`src/rtl/safer_alert_reporter_if.sv`:
```
// Byte-stream link from the alert reporter to the cockpit display / data-link transmitter.
// The reporter is the master; the downstream consumer drives tx_ready.
interface safer_alert_reporter_if;
    logic [7:0] tx_data;
    logic       tx_valid;
    logic       tx_last;
    logic       tx_ready;

    modport master (output tx_data, output tx_valid, output tx_last, input tx_ready);
    modport slave  (input tx_data, input tx_valid, input tx_last, output tx_ready);
endinterface

```
`src/rtl/safer_alert_reporter.sv`:
```
// Serialises SAFER risk-core status into 7-byte framed messages and latches critical alerts
// until the crew acknowledges them. Frames go out on change, new critical latch, heartbeat and boot.
module safer_alert_reporter #(
    parameter int unsigned HEARTBEAT_CYCLES = 1000000,
    parameter logic [7:0]  SYNC_BYTE        = 8'hA5
) (
    input  logic                          clk,
    input  logic                          rst_n,
    input  logic [7:0]                    risk_level,
    input  logic [15:0]                   alert_flags,
    input  logic                          system_ok,
    input  logic [3:0]                    crit_ack,
    safer_alert_reporter_if.master        tx,
    output logic [3:0]                    crit_latched,
    output logic                          busy,
    output logic [7:0]                    seq_num
);

    localparam int unsigned HB_W = $clog2(HEARTBEAT_CYCLES);
    localparam logic [HB_W-1:0] HB_LAST = HB_W'(HEARTBEAT_CYCLES - 1);

    typedef enum logic {
        IDLE,
        SEND
    } state_t;

    state_t            state;
    state_t            state_next;
    logic [3:0]        crit_latched_next;
    logic              crit_rise;
    logic              pending;
    logic              boot_pending;
    logic [HB_W-1:0]   hb_cnt;
    logic [7:0]        snap_risk;
    logic [15:0]       snap_flags;
    logic              snap_ok;
    logic [7:0]        snap_status;
    logic [2:0]        byte_idx;
    logic              change;
    logic              trigger;
    logic              frame_start;
    logic              handshake;
    logic [7:0]        checksum;
    logic [7:0]        frame_byte;

    // Set wins over acknowledge, so a still-asserted critical flag can never be cleared.
    assign crit_latched_next = alert_flags[15:12] | (crit_latched & ~crit_ack);
    assign crit_rise         = |(crit_latched_next & ~crit_latched);

    assign change    = {risk_level, alert_flags, system_ok} != {snap_risk, snap_flags, snap_ok};
    assign trigger   = boot_pending | pending | change | (hb_cnt == HB_LAST);
    assign handshake = (state == SEND) && tx.tx_ready;

    always_comb begin
        state_next  = state;
        frame_start = 1'b0;
        case (state)
            IDLE: begin
                if (trigger) begin
                    state_next  = SEND;
                    frame_start = 1'b1;
                end
            end
            SEND: begin
                if (tx.tx_ready && (byte_idx == 3'd6)) begin
                    state_next = IDLE;
                end
            end
            default: state_next = IDLE;
        endcase
    end

    always_ff @(posedge clk or negedge rst_n) begin
        if (!rst_n) begin
            state <= IDLE;
        end else begin
            state <= state_next;
        end
    end

    always_ff @(posedge clk or negedge rst_n) begin
        if (!rst_n) begin
            crit_latched <= 4'b0000;
            pending      <= 1'b0;
            boot_pending <= 1'b1;
            hb_cnt       <= '0;
            snap_risk    <= 8'h00;
            snap_flags   <= 16'h0000;
            snap_ok      <= 1'b0;
            snap_status  <= 8'h00;
            byte_idx     <= 3'd0;
            seq_num      <= 8'h00;
        end else begin
            crit_latched <= crit_latched_next;
            pending      <= frame_start ? 1'b0 : (pending | crit_rise);
            if (frame_start) begin
                snap_risk    <= risk_level;
                snap_flags   <= alert_flags;
                snap_ok      <= system_ok;
                snap_status  <= {system_ok, 3'b000, crit_latched_next};
                boot_pending <= 1'b0;
                hb_cnt       <= '0;
                byte_idx     <= 3'd0;
            end else if (hb_cnt != HB_LAST) begin
                hb_cnt <= hb_cnt + 1'b1;
            end
            // The byte index parks on 6 after the final handshake until the next frame reloads it.
            if (handshake) begin
                if (byte_idx == 3'd6) begin
                    seq_num <= seq_num + 8'd1;
                end else begin
                    byte_idx <= byte_idx + 3'd1;
                end
            end
        end
    end

    assign checksum = SYNC_BYTE ^ seq_num ^ snap_status ^ snap_risk ^ snap_flags[15:8] ^ snap_flags[7:0];

    always_comb begin
        frame_byte = 8'h00;
        case (byte_idx)
            3'd0:    frame_byte = SYNC_BYTE;
            3'd1:    frame_byte = seq_num;
            3'd2:    frame_byte = snap_status;
            3'd3:    frame_byte = snap_risk;
            3'd4:    frame_byte = snap_flags[15:8];
            3'd5:    frame_byte = snap_flags[7:0];
            3'd6:    frame_byte = checksum;
            default: frame_byte = 8'h00;
        endcase
    end

    assign busy        = (state == SEND);
    assign tx.tx_valid = busy;
    assign tx.tx_data  = busy ? frame_byte : 8'h00;
    assign tx.tx_last  = busy && (byte_idx == 3'd6);

endmodule

```
`src/flat_wrapper.sv`:
```
// flat-port wrapper written by rule: the top's interface ports become plain ports
module safer_alert_reporter_flat 
#(
    parameter int unsigned HEARTBEAT_CYCLES = 1000000,
    parameter logic [7:0]  SYNC_BYTE        = 8'hA5
)
  (clk, rst_n, risk_level, alert_flags, system_ok, crit_ack, crit_latched, busy, seq_num, tx_tx_data, tx_tx_valid, tx_tx_last, tx_tx_ready);
  safer_alert_reporter_if tx_i ();
  input  logic clk;
  input  logic rst_n;
  input  logic [7:0] risk_level;
  input  logic [15:0] alert_flags;
  input  logic system_ok;
  input  logic [3:0] crit_ack;
  output logic [3:0] crit_latched;
  output logic busy;
  output logic [7:0] seq_num;
  output wire logic [$bits(tx_i.tx_data)-1:0] tx_tx_data;
  output wire logic [$bits(tx_i.tx_valid)-1:0] tx_tx_valid;
  output wire logic [$bits(tx_i.tx_last)-1:0] tx_tx_last;
  input wire logic [$bits(tx_i.tx_ready)-1:0] tx_tx_ready;
  assign tx_tx_data = tx_i.tx_data;
  assign tx_tx_valid = tx_i.tx_valid;
  assign tx_tx_last = tx_i.tx_last;
  assign tx_i.tx_ready = tx_tx_ready;
  safer_alert_reporter #(.HEARTBEAT_CYCLES(HEARTBEAT_CYCLES), .SYNC_BYTE(SYNC_BYTE)) u_core (.clk(clk), .rst_n(rst_n), .risk_level(risk_level), .alert_flags(alert_flags), .system_ok(system_ok), .crit_ack(crit_ack), .tx(tx_i), .crit_latched(crit_latched), .busy(busy), .seq_num(seq_num));
endmodule
```
`config.mk`:
```
export PLATFORM = sky130hd
export DESIGN_NAME = safer_alert_reporter_flat
export DESIGN_NICKNAME = d
export VERILOG_FILES = /design/src/rtl/safer_alert_reporter_if.sv /design/src/rtl/safer_alert_reporter.sv /design/src/flat_wrapper.sv
export SDC_FILE = /design/constraint.sdc
export NUM_CORES = 1
export LEC_CHECK = 0
export BUFFER_PORTS_ARGS = -buffer_cell sky130_fd_sc_hd__clkbuf_2
export CAP_MARGIN = 10
export CORE_ASPECT_RATIO = 1.1
export CORE_MARGIN = 2
export CORE_UTILIZATION = 46
export DETAILED_ROUTE_END_ITERATION = 6
export PLACE_DENSITY = 0.69
export SYNTH_ARGS = -nofsm -noshare
export SYNTH_HDL_FRONTEND = slang
export SYNTH_SLANG_ARGS = --single-unit
```
`constraint.sdc`:
```
create_clock -name clk -period 3.41 [get_ports clk]
set_input_delay 1.023 -clock clk [delete_from_list [all_inputs] [get_ports clk]]
set_output_delay 1.023 -clock clk [all_outputs]
set_load 0.01 [all_outputs]
```
==> results of run 1 <==
==> report_power, final <==
group / internal [µW] / leakage, µW / switching, µW
logic: 978 / 0.00111 / 808
clock network: 484 / 0.000119 / 321
registers: 1050 / 0.000835 / 375
==> worst max path at each step <==
stage,start,end,slack [ps],depth (start not counted)
finish,u_core.byte_idx[0],tx_tx_data[3],170,8
global route,u_core.byte_idx[0],tx_tx_data[3],20,8
CTS,u_core.byte_idx[0],tx_tx_data[4],110,6
detailed placement,alert_flags[13],u_core.snap_flags[14],350,7
global placement,alert_flags[13],u_core.snap_risk[7],360,7
floorplan,u_core.byte_idx[2],tx_tx_data[0],10,7
==> final cells by class <==
class | instances | area (µm²)
flip-flops and latches | 67 | 1680
clock buffers | 9 | 124
multi-input cells | 268 | 2100
repair buffers | 64 | 358
fillers | 756 | 3800
well taps | 111 | 139
inverters | 11 | 41.3
clock inverters | 7 | 116
==> cells by family (layout without fill, tap and decap cells) <==
| logic type | after synthesis | count (layout) | share of synthesized area |
|---|---|---|---|
| compound gates | 51 | 51 | 0.0887 |
| flops | 67 | 67 | 0.426 |
| mux | 37 | 37 | 0.130 |
| xor+xnor | 77 | 77 | 0.171 |
| buf+inv | 27 | 91 | 0.0410 |
| simple gates | 96 | 96 | 0.120 |
| fa+ha+maj | 7 | 7 | 0.0223 |
==> cells in the final DEF (no fill, tap or decap), types with 9 or more instances in the layout <==
| master | count |
|---|---|
| dfrtp_1 | 66 |
| clkbuf_2 | 53 |
| xnor2_1 | 49 |
| xor2_1 | 28 |
| nor2_1 | 28 |
| mux2_4 | 26 |
| nand2_1 | 21 |
| a21oi_1 | 17 |
| inv_1 | 11 |
| mux2_2 | 10 |
| nand3_1 | 10 |
| nand4_1 | 10 |
| clkbuf_8 | 9 |
| buf_4 | 9 |
==> metrics by stage <==
step | utilization | instance area (µm²)
2_1_floorplan | - | 3940
3_3_place_gp | 0.516 | 4310
3_5_place_dp | 0.516 | 4310
4_1_cts | 0.544 | 4550
5_1_grt | 0.545 | 4560
6_report | 0.545 | 4560
==> state kept, by name (all words and copies together), names as in the netlist <==
name and cells:
u_core.boot_pending 1, u_core.seq_num 8, u_core.snap_flags 16, u_core.crit_latched 4
u_core.snap_ok 1, u_core.hb_cnt 20, u_core.snap_risk 8, u_core.byte_idx 3
u_core.pending 1, u_core.busy 1, u_core.snap_status 4
==> per-layer routing <==
layer / global-route usage / vias to the layer above / share of wire
met5: 0 / - / 0
met4: 0.0873 / 0 / 0.018
met3: 0.0396 / 12 / 0.052
met2: 0.354 / 76 / 0.50
met1: 0.268 / 1432 / 0.43
li1: - / 1391 / -
==> Yosys cell counts, types with 2 or more instances <==
library cell / instances / share of area
mux2_2: 10 / 0.029
nor4b_1: 2 / 0.0045
and4_1: 2 / 0.0045
a211oi_1: 2 / 0.0038
and2_1: 4 / 0.0064
o41ai_1: 3 / 0.0067
mux2_4: 26 / 0.099
o21bai_1: 4 / 0.0076
nor2b_1: 2 / 0.0032
xor2_1: 28 / 0.062
inv_1: 11 / 0.010
a22oi_1: 4 / 0.0076
buf_12: 2 / 0.010
a31oi_1: 2 / 0.0032
nand3_1: 10 / 0.013
a21oi_1: 17 / 0.022
o21ai_0: 7 / 0.0089
or3_1: 4 / 0.0064
nor4_1: 5 / 0.0079
nor2_1: 28 / 0.027
nand2_1: 21 / 0.020
dfrtp_1: 66 / 0.42
nand4_1: 10 / 0.016
a222oi_1: 6 / 0.015
and3_1: 5 / 0.0079
clkbuf_1: 8 / 0.0076
xnor2_1: 49 / 0.11
buf_6: 3 / 0.0086
nor3_1: 3 / 0.0038
ha_1: 7 / 0.022
==> metrics.md, run 1 <==
| Metric | Value |
|---|---|
| Max Cap Viol | 0 |
| Vias after detailed routing | approximately 2900 |
| CP required | ~2400 ps |
| Worst skew pair latency | ~340 ps |
| Slew HR | 0.567 |
| Worst Tran Pin Value | between 600 and 700 ps |
| HPWL after DPL | slightly below 7 mm |
| Synth unique cells | between 40 and 50 |
| Reg2Reg Capture Point | u_core.snap_flags[10] |
| Inst Count DP | around 520 |
| Mapped Area | 3940 µm² |
| Clock Tree Root | clkbuf_8 |
| Endpoint, Worst Hold | u_core.boot_pending |
| Ports | 55 |
| Hold buffers post-CTS | 0 |
| Antenna violations before repair | 0 |
| WP data arrival | about 2200 ps |
| Pwr Total | about 4000 µW |
| Post-CTS setup buffers | 0 |
| Die ar. | just over 9000 µm² |
| Fmax | a little over 300 MHz |
| Peak VDD IR | 0.000328 V |
| Fin. max-slew vios | 0 |
| Fin crit period | ~3200 ps |
| Slowest CP cell | dfrtp_1 |
| # nets final | 460 |
| Status | completed |
| R2R cell count | 6 |
| Initial Utilization | 0.470 |
| Yosys warns | 0 |
| DRT iter0 DRCs | approximately 130 |
| ANT nets after route | 0 |
| Post-Route Setup TNS | 0 ps |
| Sink Count | 67 |
| Setup CP Type | reg -> out |
| GP Congestion | between 0.9 and 1 |
| Hold Path Class | reg -> reg |
| Drt pass-1 iters | 4 |
| Final Cycle Share | 0.950 |
| Post-synth EDFFs | 0 |
| Prevailing post-synth register cell | dfrtp_1 |
| Async SR Flop Fraction | 1.00 |
| Final Non-Filler Cells | between 500 and 600 |
| Fin. Hold Viols | 0 |
| RSZ-0062 raised after global routing | false |
| Via density | between 5 and 6 |
| Die width | about 92 µm |
| Syn nets | around 400 |
| Hold path depth | 1 |
| Clk buf depth | 2 |
| Number of buffers created by CTS | 9 |
| Worst Path Max Fanout | 9 |
| Worst Path Buf+Inv | 2 |
| TritonCTS clock tree | built |
| H-tree depth | 3 |
| FF+latch count, synth | between 60 and 70 |
| PD cells | between 800 and 900 nW/µm² |
| N_diodes | 0 |
| GRT Total Usage | 0.210 |
| Post-Place Setup Slack | 346 ps |
| Total grt overflow | 0 |
| Final hold slack | just under 500 ps |
| Layout cell share with drive strength beyond 1 | 0.279 |
| Crit path launch type | flop |
| Routed len/inst | roughly 17 µm |
| Final Setup Violations | 0 |
| PostCTS Resize Cnt | 0 |
| Syn Inst Count | around 360 |
| Die Y | a little over 100 µm |
| Number of global-route vias before repair | between 2000 and 3000 |
| Area grow syn2layout | 15.9% |
| Hold wc startpoint | u_core.boot_pending |
| Core Area | between 8000 and 9000 µm² |
| CP Capture Type | output pin |
| Core Rows | 35 |
| Port bufs | 54 |
| Largest net degree at the start of global routing | 41 |
| Clk slew on worst S/H paths | 80 ps |
| Worst path top cell family by delay | compound AO/OA/AOI/OAI gates |
| Final setup margin | 170 ps |
| Drt drc | 0 |
| Internal reg-to-reg setup slack | ~940 ps |
| First-pass GRT wire length | approximately 15 mm |
| Pleak | about 0.002 µW |
| Worst path cell trace | inv_1 -> ha_1 -> and2_1 -> a22oi_1 -> o21ai_0 -> a31oi_1 -> a21oi_1 -> clkbuf_2 |
| Slowest cell delay on critical path | between 400 and 500 ps |
| WL final | ~9 mm |
| Clock Skews | approximately 9 ps |
| Synth Area per Inst | ~11 µm² |
| Worst reg2reg startpoint | u_core.snap_risk[5] |
| Post-synthesis sequential area ratio | 0.426 |
No activity file was read; power rests on OpenSTA's default activity.
==> run 2, diff against run 1 <==
BUFFER_PORTS_ARGS = unset   (was -buffer_cell sky130_fd_sc_hd__clkbuf_2)
CELL_PAD_IN_SITES_DETAIL_PLACEMENT = 0   (was unset)
CELL_PAD_IN_SITES_GLOBAL_PLACEMENT = 1   (was unset)
CORE_UTILIZATION = 45   (was 46)
DONT_BUFFER_PORTS = 1   (was unset)
PLACE_DENSITY = unset   (was 0.69)
PLACE_DENSITY_LB_ADDON = 0.1   (was unset)
==> metrics.md, run 2 (synthesis gave the netlist of run 1 again) <==
| Metric | Value |
|---|---|
| Status | completed |
| Final Non-Filler Cells | 480 (-11%) |
| Post-Route Setup TNS | 0 ps (unchanged) |
| ANT nets after route | 0 (unchanged) |
| CP Capture Type | output pin |
| Setup CP Type | reg -> out |
| Critical Path Source | u_core.byte_idx[0] |
| Post-CTS setup buffers | 0 (unchanged) |
| Worst path cell trace | ha_1 -> ha_1 -> o41ai_2 -> buf_4 -> a21oi_1 |
| Biggest register | u_core.hb_cnt |
| Slew HR | 0.581 (+0.0140) |
| Vias after detailed routing | 2655 (-8.8%) |
| TritonCTS clock tree | built |
| PD cells | 888 nW/µm² (+0.97%) |
| Max FFs per register | 20 (unchanged) |
| Top flop regs | u_core.hb_cnt x20, u_core.snap_flags x16 |
| Worst path top cell family by delay | compound AO/OA/AOI/OAI gates |
| Drt pass-1 iters | 4 (unchanged) |
| Pleak | 0.00181 µW (-12%) |
| GP Congestion | 0.779 (-19%) |
| Core Rows | 35 (unchanged) |
| Internal reg-to-reg setup slack | 870 ps (-70 ps) |
| Fin. max-slew vios | 0 (unchanged) |
| Final setup margin | 201 ps (+31.1 ps) |
| N_diodes | 0 (unchanged) |
| Worst Tran Pin Value | 623 ps (-26.8 ps) |
| Die ar. | 9510 µm² (+2.1%) |
| Post-Place Setup Slack | 336 ps (-10.0 ps) |
| Hold Path Class | in -> async |
| Fin. Hold Viols | 0 (unchanged) |
| Number of buffers created by CTS | 9 (unchanged) |
| Core Area | 8450 µm² (+1.0%) |
| Fin crit period | 3210 ps (-31.1 ps) |
| Initial Utilization | 0.466 (-0.00488) |
| CP required | 2390 ps (about the same) |
| Commonest non-fill, non-tap cells in the layout | dfrtp_1 (66), xnor2_1 (49), xor2_1 (28), nor2_1 (28), mux2_4 (26) |
| Layout cell share with drive strength beyond 1 | 0.168 (-0.111) |
| GRT Total Usage | 0.203 (-0.00744) |
| First-pass GRT wire length | 14.6 mm (-3.5%) |
| Max Cap Viol | 0 (unchanged) |
| Fillers | 786 (+4.0%) |
| Inst Count DP | 464 (-11%) |
| Die width | 93.2 µm (+1.1%) |
| Via density | 5.53 (+2.0%) |
| Slowest CP cell | o41ai_2 |
| Sink Count | 67 (unchanged) |
| Fmax | 312 MHz (+0.97%) |
| Routed len/inst | 18.7 µm (+10%) |
| WP data arrival | 2190 ps (-30 ps) |
| H-tree depth | 3 (unchanged) |
| Peak VDD IR | 0.000294 V (-11%) |
| Worst Path Buf+Inv | 1 (-1) |
| Worst reg2reg startpoint | u_core.snap_risk[6] |
| DRT iter0 DRCs | 114 (-10%) |
| Clock Tree Root | clkbuf_8 |
| Area grow syn2layout | 8.04% |
| Final Setup Violations | 0 (unchanged) |
| Most common cell on crit path | ha_1 |
| Most common cell after layout, fill and taps aside | dfrtp_1 |
| Antenna violations before repair | 0 (unchanged) |
| # nets final | 403 (-12%) |
| Worst Path Max Fanout | 9 (unchanged) |
| Design Area, Final | 4250 µm² (-6.8%) |
| Clk slew on worst S/H paths | 90 ps (about the same) |
| Clk buf depth | 2 (unchanged) |
| Total grt overflow | 0 (unchanged) |
| Post-layout util | 0.503 (-0.0422) |
| Slowest cell delay on critical path | 520 ps (+90 ps) |
| Die Y | 102 µm (+1.1%) |
| Largest net degree at the start of global routing | 68 (+66%) |
| Area post-placement | 4030 µm² (-6.6%) |
| Hold buffers post-CTS | 0 (unchanged) |
| Worst skew pair latency | 350 ps (about the same) |
| Crit path launch type | flop |
| Clock Skews | 16.9 ps (+7.76 ps) |
| Number of global-route vias before repair | 2726 (-7.8%) |
| WL final | 8.99 mm (-1.7%) |
| Final Cycle Share | 0.941 (-0.00913) |
| RSZ-0062 raised after global routing | false |
| Drt drc | 0 (unchanged) |
| Port bufs | 0 (-100%) |
| HPWL after DPL | 6.32 mm (-6.3%) |
| Ports | 55 (unchanged) |
| PostCTS Resize Cnt | 0 (unchanged) |
run 2: path summary, 6_finish.rpt:
| check | cells after the start | end |
|---|---|---|
| max in group asynchronous | 0 | u_core.boot_pending |
| worst max register to register | 6 | u_core.snap_flags[14] |
| min in group clk | 1 | u_core.boot_pending |
| worst min register to register | 1 | u_core.boot_pending |
| worst min-delay path | 0 | u_core.crit_latched[3] |
| worst max-delay path | 5 | tx_tx_data[6] |
run 2: layout make-up:
class	instances	area, µm²	share of cell area
sequential	67	1680	0.395
clock inverter	7	100	0.0235
multi-input combinational	268	2100	0.495
clock buffer	9	124	0.0291
inverter	11	41.3	0.00971
tap	111	139	0.0327
timing repair buffer	7	65.1	0.0153
run 2: per-layer routing:
layer / GRT usage / part of all wire
met5: 0 / 0
met4: 0.0679 / 0.014
met3: 0.0501 / 0.048
met2: 0.349 / 0.51
met1: 0.252 / 0.43
run 2: per-stage QoR:
| step | power [µW] | hold WS (ps) |
|---|---|---|
| floorplan | 2690 | 462 |
| global placement | 3020 | 471 |
| detailed placement | 3050 | 474 |
| CTS | 3820 | 343 |
| global route | 4050 | 334 |
| finish | 3780 | 359 |
run 2: power by group:
group          internal (µW)  switching, µW
clock network            417            332
registers               1050            365
logic                    885            733
total                   2350           1430
